<file path="src/rtl/dmem_arbiter_if.sv">
// Signal bundle between the two requesters, the shared 128-word data memory
// and dmem_arbiter. The arbiter uses the slave view; requesters/memory the master view.
interface dmem_arbiter_if;
  logic        req0, req1, we0, we1;
  logic [31:0] addr0, addr1, wdata0, wdata1;
  logic        gnt0, gnt1, done0, done1;
  logic [31:0] rdata0, rdata1;
  logic        stall0, busy;
  logic        mem_re, mem_we;
  logic [31:0] mem_addr, mem_wdata, mem_rdata;

  modport master (
    output req0, req1, we0, we1, addr0, addr1, wdata0, wdata1, mem_rdata,
    input  gnt0, gnt1, done0, done1, rdata0, rdata1, stall0, busy,
           mem_re, mem_we, mem_addr, mem_wdata
  );

  modport slave (
    input  req0, req1, we0, we1, addr0, addr1, wdata0, wdata1, mem_rdata,
    output gnt0, gnt1, done0, done1, rdata0, rdata1, stall0, busy,
           mem_re, mem_we, mem_addr, mem_wdata
  );
endinterface

</file>
<file path="src/rtl/dmem_arbiter.sv">
// Round-robin arbiter and sequencer for the shared data memory: one access in
// flight, one-cycle strobe, MEM_LAT wait cycles, one-cycle done pulse.
module dmem_arbiter #(
  parameter int unsigned MEM_LAT = 0
) (
  input  logic          clk,
  input  logic          rst,
  dmem_arbiter_if.slave bus
);

  typedef enum logic [1:0] {IDLE, ACCESS, WAIT, RESP} state_t;

  localparam logic [3:0] LAT = 4'(MEM_LAT);

  state_t      state_q, state_d;
  logic        ptr_q, ptr_d;
  logic        port_q, port_d;
  logic        we_q, we_d;
  logic [3:0]  cnt_q, cnt_d;
  logic [31:0] mem_addr_q, mem_addr_d;
  logic [31:0] mem_wdata_q, mem_wdata_d;
  logic [31:0] rdata0_q, rdata0_d;
  logic [31:0] rdata1_q, rdata1_d;
  logic        gnt0_q, gnt0_d, gnt1_q, gnt1_d;
  logic        done0_q, done0_d, done1_q, done1_d;
  logic        mem_re_q, mem_re_d, mem_we_q, mem_we_d;
  logic        busy_q, busy_d;
  logic        launch, win, capture;

  always_comb begin
    state_d     = state_q;
    ptr_d       = ptr_q;
    port_d      = port_q;
    we_d        = we_q;
    cnt_d       = cnt_q;
    mem_addr_d  = mem_addr_q;
    mem_wdata_d = mem_wdata_q;
    rdata0_d    = rdata0_q;
    rdata1_d    = rdata1_q;
    launch      = 1'b0;
    win         = 1'b0;
    capture     = 1'b0;

    case (state_q)
      IDLE: begin
        if (bus.req0 || bus.req1) begin
          launch = 1'b1;
          win    = (bus.req0 && bus.req1) ? ptr_q : bus.req1;
        end
      end
      ACCESS: begin
        ptr_d = ~port_q;
        if (MEM_LAT == 0) begin
          capture = 1'b1;
          state_d = RESP;
        end else begin
          cnt_d   = LAT;
          state_d = WAIT;
        end
      end
      WAIT: begin
        cnt_d = cnt_q - 4'd1;
        if (cnt_q <= 4'd1) begin
          capture = 1'b1;
          state_d = RESP;
        end
      end
      RESP: begin
        // The completing port is masked so a waiting peer is served without an IDLE bubble.
        state_d = IDLE;
        if (port_q ? bus.req0 : bus.req1) begin
          launch = 1'b1;
          win    = ~port_q;
        end
      end
      default: state_d = IDLE;
    endcase

    if (launch) begin
      state_d     = ACCESS;
      port_d      = win;
      we_d        = win ? bus.we1 : bus.we0;
      mem_addr_d  = win ? bus.addr1 : bus.addr0;
      mem_wdata_d = win ? bus.wdata1 : bus.wdata0;
    end

    if (capture && !we_q) begin
      if (port_q) rdata1_d = bus.mem_rdata;
      else        rdata0_d = bus.mem_rdata;
    end

    gnt0_d   = (state_d == ACCESS) && !port_d;
    gnt1_d   = (state_d == ACCESS) &&  port_d;
    done0_d  = (state_d == RESP)   && !port_d;
    done1_d  = (state_d == RESP)   &&  port_d;
    mem_re_d = (state_d == ACCESS) && !we_d;
    mem_we_d = (state_d == ACCESS) &&  we_d;
    busy_d   = (state_d != IDLE);
  end

  always_ff @(posedge clk) begin
    if (!rst) begin
      state_q     <= IDLE;
      ptr_q       <= 1'b0;
      port_q      <= 1'b0;
      we_q        <= 1'b0;
      cnt_q       <= 4'd0;
      mem_addr_q  <= 32'd0;
      mem_wdata_q <= 32'd0;
      rdata0_q    <= 32'd0;
      rdata1_q    <= 32'd0;
      gnt0_q      <= 1'b0;
      gnt1_q      <= 1'b0;
      done0_q     <= 1'b0;
      done1_q     <= 1'b0;
      mem_re_q    <= 1'b0;
      mem_we_q    <= 1'b0;
      busy_q      <= 1'b0;
    end else begin
      state_q     <= state_d;
      ptr_q       <= ptr_d;
      port_q      <= port_d;
      we_q        <= we_d;
      cnt_q       <= cnt_d;
      mem_addr_q  <= mem_addr_d;
      mem_wdata_q <= mem_wdata_d;
      rdata0_q    <= rdata0_d;
      rdata1_q    <= rdata1_d;
      gnt0_q      <= gnt0_d;
      gnt1_q      <= gnt1_d;
      done0_q     <= done0_d;
      done1_q     <= done1_d;
      mem_re_q    <= mem_re_d;
      mem_we_q    <= mem_we_d;
      busy_q      <= busy_d;
    end
  end

  assign bus.gnt0      = gnt0_q;
  assign bus.gnt1      = gnt1_q;
  assign bus.done0     = done0_q;
  assign bus.done1     = done1_q;
  assign bus.rdata0    = rdata0_q;
  assign bus.rdata1    = rdata1_q;
  assign bus.mem_re    = mem_re_q;
  assign bus.mem_we    = mem_we_q;
  assign bus.mem_addr  = mem_addr_q;
  assign bus.mem_wdata = mem_wdata_q;
  assign bus.busy      = busy_q;
  assign bus.stall0    = bus.req0 & ~done0_q;

endmodule

</file>
<file path="src/flat_wrapper.sv">
// flat-port wrapper written by rule: the top's interface ports become plain ports
module dmem_arbiter_flat 
#(
  parameter int unsigned MEM_LAT = 0
)
  (clk, rst, bus_req0, bus_req1, bus_we0, bus_we1, bus_addr0, bus_addr1, bus_wdata0, bus_wdata1, bus_mem_rdata, bus_gnt0, bus_gnt1, bus_done0, bus_done1, bus_rdata0, bus_rdata1, bus_stall0, bus_busy, bus_mem_re, bus_mem_we, bus_mem_addr, bus_mem_wdata);
  dmem_arbiter_if bus_i ();
  input  logic clk;
  input  logic rst;
  input wire logic [$bits(bus_i.req0)-1:0] bus_req0;
  input wire logic [$bits(bus_i.req1)-1:0] bus_req1;
  input wire logic [$bits(bus_i.we0)-1:0] bus_we0;
  input wire logic [$bits(bus_i.we1)-1:0] bus_we1;
  input wire logic [$bits(bus_i.addr0)-1:0] bus_addr0;
  input wire logic [$bits(bus_i.addr1)-1:0] bus_addr1;
  input wire logic [$bits(bus_i.wdata0)-1:0] bus_wdata0;
  input wire logic [$bits(bus_i.wdata1)-1:0] bus_wdata1;
  input wire logic [$bits(bus_i.mem_rdata)-1:0] bus_mem_rdata;
  output wire logic [$bits(bus_i.gnt0)-1:0] bus_gnt0;
  output wire logic [$bits(bus_i.gnt1)-1:0] bus_gnt1;
  output wire logic [$bits(bus_i.done0)-1:0] bus_done0;
  output wire logic [$bits(bus_i.done1)-1:0] bus_done1;
  output wire logic [$bits(bus_i.rdata0)-1:0] bus_rdata0;
  output wire logic [$bits(bus_i.rdata1)-1:0] bus_rdata1;
  output wire logic [$bits(bus_i.stall0)-1:0] bus_stall0;
  output wire logic [$bits(bus_i.busy)-1:0] bus_busy;
  output wire logic [$bits(bus_i.mem_re)-1:0] bus_mem_re;
  output wire logic [$bits(bus_i.mem_we)-1:0] bus_mem_we;
  output wire logic [$bits(bus_i.mem_addr)-1:0] bus_mem_addr;
  output wire logic [$bits(bus_i.mem_wdata)-1:0] bus_mem_wdata;
  assign bus_i.req0 = bus_req0;
  assign bus_i.req1 = bus_req1;
  assign bus_i.we0 = bus_we0;
  assign bus_i.we1 = bus_we1;
  assign bus_i.addr0 = bus_addr0;
  assign bus_i.addr1 = bus_addr1;
  assign bus_i.wdata0 = bus_wdata0;
  assign bus_i.wdata1 = bus_wdata1;
  assign bus_i.mem_rdata = bus_mem_rdata;
  assign bus_gnt0 = bus_i.gnt0;
  assign bus_gnt1 = bus_i.gnt1;
  assign bus_done0 = bus_i.done0;
  assign bus_done1 = bus_i.done1;
  assign bus_rdata0 = bus_i.rdata0;
  assign bus_rdata1 = bus_i.rdata1;
  assign bus_stall0 = bus_i.stall0;
  assign bus_busy = bus_i.busy;
  assign bus_mem_re = bus_i.mem_re;
  assign bus_mem_we = bus_i.mem_we;
  assign bus_mem_addr = bus_i.mem_addr;
  assign bus_mem_wdata = bus_i.mem_wdata;
  dmem_arbiter #(.MEM_LAT(MEM_LAT)) u_core (.clk(clk), .rst(rst), .bus(bus_i));
endmodule
</file>
<file path="config.mk">
export PLATFORM = sky130hd
export DESIGN_NAME = dmem_arbiter_flat
export DESIGN_NICKNAME = d
export VERILOG_FILES = /design/src/rtl/dmem_arbiter_if.sv /design/src/rtl/dmem_arbiter.sv /design/src/flat_wrapper.sv
export SDC_FILE = /design/constraint.sdc
export NUM_CORES = 1
export LEC_CHECK = 0
export ABC_AREA = 1
export CAP_MARGIN = 10
export CORE_UTILIZATION = 30
export CTS_BUF_LIST = sky130_fd_sc_hd__clkbuf_16
export DETAILED_ROUTE_END_ITERATION = 12
export PLACE_DENSITY = 0.67
export SYNTH_ARGS = -nofsm -noshare
export SYNTH_HDL_FRONTEND = slang
export SYNTH_SLANG_ARGS = --single-unit
</file>
<file path="constraint.sdc">
create_clock -name clk -period 3.2 [get_ports clk]
set_input_delay 0.48 -clock clk [delete_from_list [all_inputs] [get_ports clk]]
set_output_delay 0.48 -clock clk [all_outputs]
set_load 0.005 [all_outputs]
</file>
==> impl_results.md <==
* Outcome: finished clean
* Post-Syn Area per Cell at 7.559 µm²
* Die height at 145.5 µm
* Register area share after synthesis at 46.68%
* WHS Endpoint: u_core.bus.rdata0[27]$_SDFFE_PN0P_
* Vias at 6561
* Largest net degree at the start of global routing at 75
* Setup bufs post-CTS at 0
* Share of cells above drive strength 1 at 5.292%
* Die Wd at 145.5 µm
* Average vias per placed instance at 4.789
* Synth area leader: dfxtp_1
* Layout area overhead at 60.31%
* Vias in the first global route at 6256
* Total negative setup slack at 0 ns
* Int Power at 5.237 mW
* Sw power at 3.273 mW
* Total gr overflow at 0
* Routed Antenna Nets at 0
* Core footprint at 20230 µm²
* DIE AREA at 21160 µm²
* Max stage delay on crit path at 0.52 ns
* First-pass GRT wire length at 33.74 mm
* Initial core utilization at 30.52%
* Layout Cells excl Fill at 1370
* CTS tree: done
* Hold_sp: u_core.bus.rdata0[27]$_SDFFE_PN0P_
* GP Congestion at 0.8385
* Mapped Nets at 989
* Largest cells by area after synthesis: dfxtp_1 (47%), nand2_1 (9.0%), nand4_1 (6.6%)
* Final period utilization at 72.10%
* R2R Setup Slk at 0.89 ns
* Startpoint Class: register
* Req. time, crit path at 3.49 ns
* Drt pass-1 iters at 5
* Post-synth ARST share at 0%
* Synthesized flop and latch total at 144
* F_max at 0.4334 GHz
* Kind of critical path: register to register
* Yosys cell types at 23
* CTS resizes at 0
* Residual DRC at 0
* Post-Synthesis Cells at 817
* Worst Path Max Fanout at 65
* RSZ-0062 raised after global routing: no
* DR iter-0 viols at 358
* Top cells by count, synth: nand2_1 (148), dfxtp_1 (144), inv_1 (82)
* Total power at 8.510 mW
* Worst R2R Path Depth at 11
* FF-to-FF Start: u_core.state_q[0]$_SDFF_PN0_
* I/O pin count at 302
* Layout net count at 1255
* DRT Wirelength at 21.45 mm
* Clk root buf: clkbuf_16
* Actual slew at the worst max-slew pin at 0.7074 ns
* Area share of the largest cell type after synthesis at 46.68%
* Final Skew at 0.01086 ns
* Endpoint class of the critical path: register
* Synth warn at 0
* CTS buffer count at 17
* Slew margin rel. at 52.84%
* WP buf/inv at 4
* H-tree levels at 4
* Most common flop cell mapped by yosys: dfxtp_1
* Crit-path cells: inv_1, ha_1, inv_2, nor2_2, nand2_1, nand2_2, buf_4, nand3_1, buf_4, nand2_1, a21oi_1
* Hold-fix buffers, CTS at 0
* Seq pwr share at 29.6%
* Post-synth EDFFs at 0
* VDD IR max at 0.4111 mV
* Cell with the most instances after synthesis: nand2_1
* Fin area at 9901 µm²
* IO Port Bufs at 301
* Clock Sinks at 144
* DP HPWL at 15.04 mm
* Post-synthesis cell area at 6176 µm²
* CP max stage cell: buf_4
* Clk buf depth at 2
* CP arrival at 2.60 ns
* Switching part of the total at 38.46%
* R2R Path End: u_core.bus.rdata1[17]$_SDFFE_PN0P_
* Leak pwr at 3.945 nW
* Maxcap violations at 0
* Worst Hold Class: register to register
* Power share of the combinational group at 44.7%
* CP top delay family: buffers and inverters
* Mean routed wirelength per cell at 15.66 µm
* Fin. Hold Viols at 0
* Placed instance count at 1334
* # rows at 52
* Clk pin slew, worst setup/hold paths at 0.06 ns
* Hold Path Depth at 2
* Tmin final at 2.307 ns
* Antenna violations before repair at 4
* Final setup violating endpoints at 0
* Power per cell area at 859.5 nW/µm²
* GRT Total Usage at 20.13%
* Clk pwr share at 25.6%
* Worst skew pair latency at 0.43 ns
* Area after DPL at 9249 µm²
* Fin. max-slew vios at 0
## power groups by stage
stage / registers [mW] / logic [mW] / clock network, mW
4_1_cts: 2.52 / 3.81 / 2.22
3_3_place_gp: 2.55 / 3.76 / 0
6_report: 2.52 / 3.81 / 2.18
5_1_grt: 2.57 / 4.20 / 2.31
3_5_place_dp: 2.54 / 3.81 / 0
2_1_floorplan: 2.53 / 2.47 / 0
## layout make-up
class                      count  area, µm²
clock inverter                15      216.5
timing repair buffer         317       3153
clock buffer                  17      425.4
inverter                      86      322.8
fill                        1960      10330
sequential                   144       2883
multi-input combinational    517       2552
tap                          270      337.8
antenna                        4      10.01
## logic make-up (layout without fill, tap and decap cells)
kind of cell	Yosys count	after routing	share of synthesized area [%]
AO/OA/AOI/OAI	207	207	18.11
adder cells (fa/ha/maj)	6	6	1.216
buffers and inverters	156	435	12.20
flip-flops	144	144	46.68
other	0	4	0
AND/OR/NAND/NOR	304	304	21.80
## layout by cell type (no fill, tap or decap), drive strengths merged
master         netlist  layout
nand3               10      10
buf                 43      17
clkinv               0       7
inv                 86      88
o22ai               62      62
clkinvlp             0       1
nand4               65      65
clkdlybuf4s50        0     300
nand2              150     150
bufinv               0       5
clkbuf              27      17
diode                0       4
ha                   6       6
o21ai               71      71
a21boi               1       1
nor2                79      79
a21oi               71      71
dfxtp              144     144
a31oi                2       2
## registers in the layout, summed over array words and instances, names as in the netlist, 2 cells and up
signal	cells
u_core.bus.mem_addr	32
u_core.bus.mem_wdata	32
u_core.bus.rdata0	32
u_core.bus.rdata1	32
u_core.cnt_q	4
u_core.state_q	2
## per-layer routing
layer | global-route usage [%] | vias to the layer above | part of all wire [%]
li1 | - | 3271 | -
met5 | 0 | - | 0
met3 | 7.555 | 28 | 9.8
met1 | 24.93 | 2987 | 41
met4 | 8.000 | 0 | 2.7
met2 | 31.51 | 275 | 46
## how the worst max path moves through the flow
stage                                       startpoint                                    end  slack [ns]  cells after the start
final                     u_core.state_q[0]$_SDFF_PN0_     u_core.bus.rdata1[17]$_SDFFE_PN0P_        0.89                     11
after global routing      u_core.state_q[0]$_SDFF_PN0_     u_core.bus.rdata1[15]$_SDFFE_PN0P_        0.64                     11
after CTS                 u_core.state_q[0]$_SDFF_PN0_     u_core.bus.rdata1[17]$_SDFFE_PN0P_        0.89                     11
after detailed placement                      bus_req0  u_core.bus.mem_wdata[10]$_SDFFE_PN0N_        0.72                      8
after global placement                        bus_req1    u_core.bus.mem_addr[9]$_SDFFE_PN0N_        0.76                      8
after floorplan           u_core.state_q[1]$_SDFF_PN0_     u_core.bus.rdata0[10]$_SDFFE_PN0P_        1.62                      8
## stage by stage
step	util, %	setup slack (ns)	hold WS [ns]
after global placement	45.71	0.7610	0.4480
final	48.93	0.8926	0.4600
after detailed placement	45.71	0.7227	0.4520
after global routing	48.93	0.6425	0.4759
after CTS	48.88	0.8899	0.4609
after floorplan	-	1.618	0.4505
## worst min-delay path, cell delays in order, from the launching register on
cell,delay (ns)
dfxtp_1,0.30
nand2_1,0.06
a21oi_1,0.05
No activity file was read; power rests on OpenSTA's default activity.
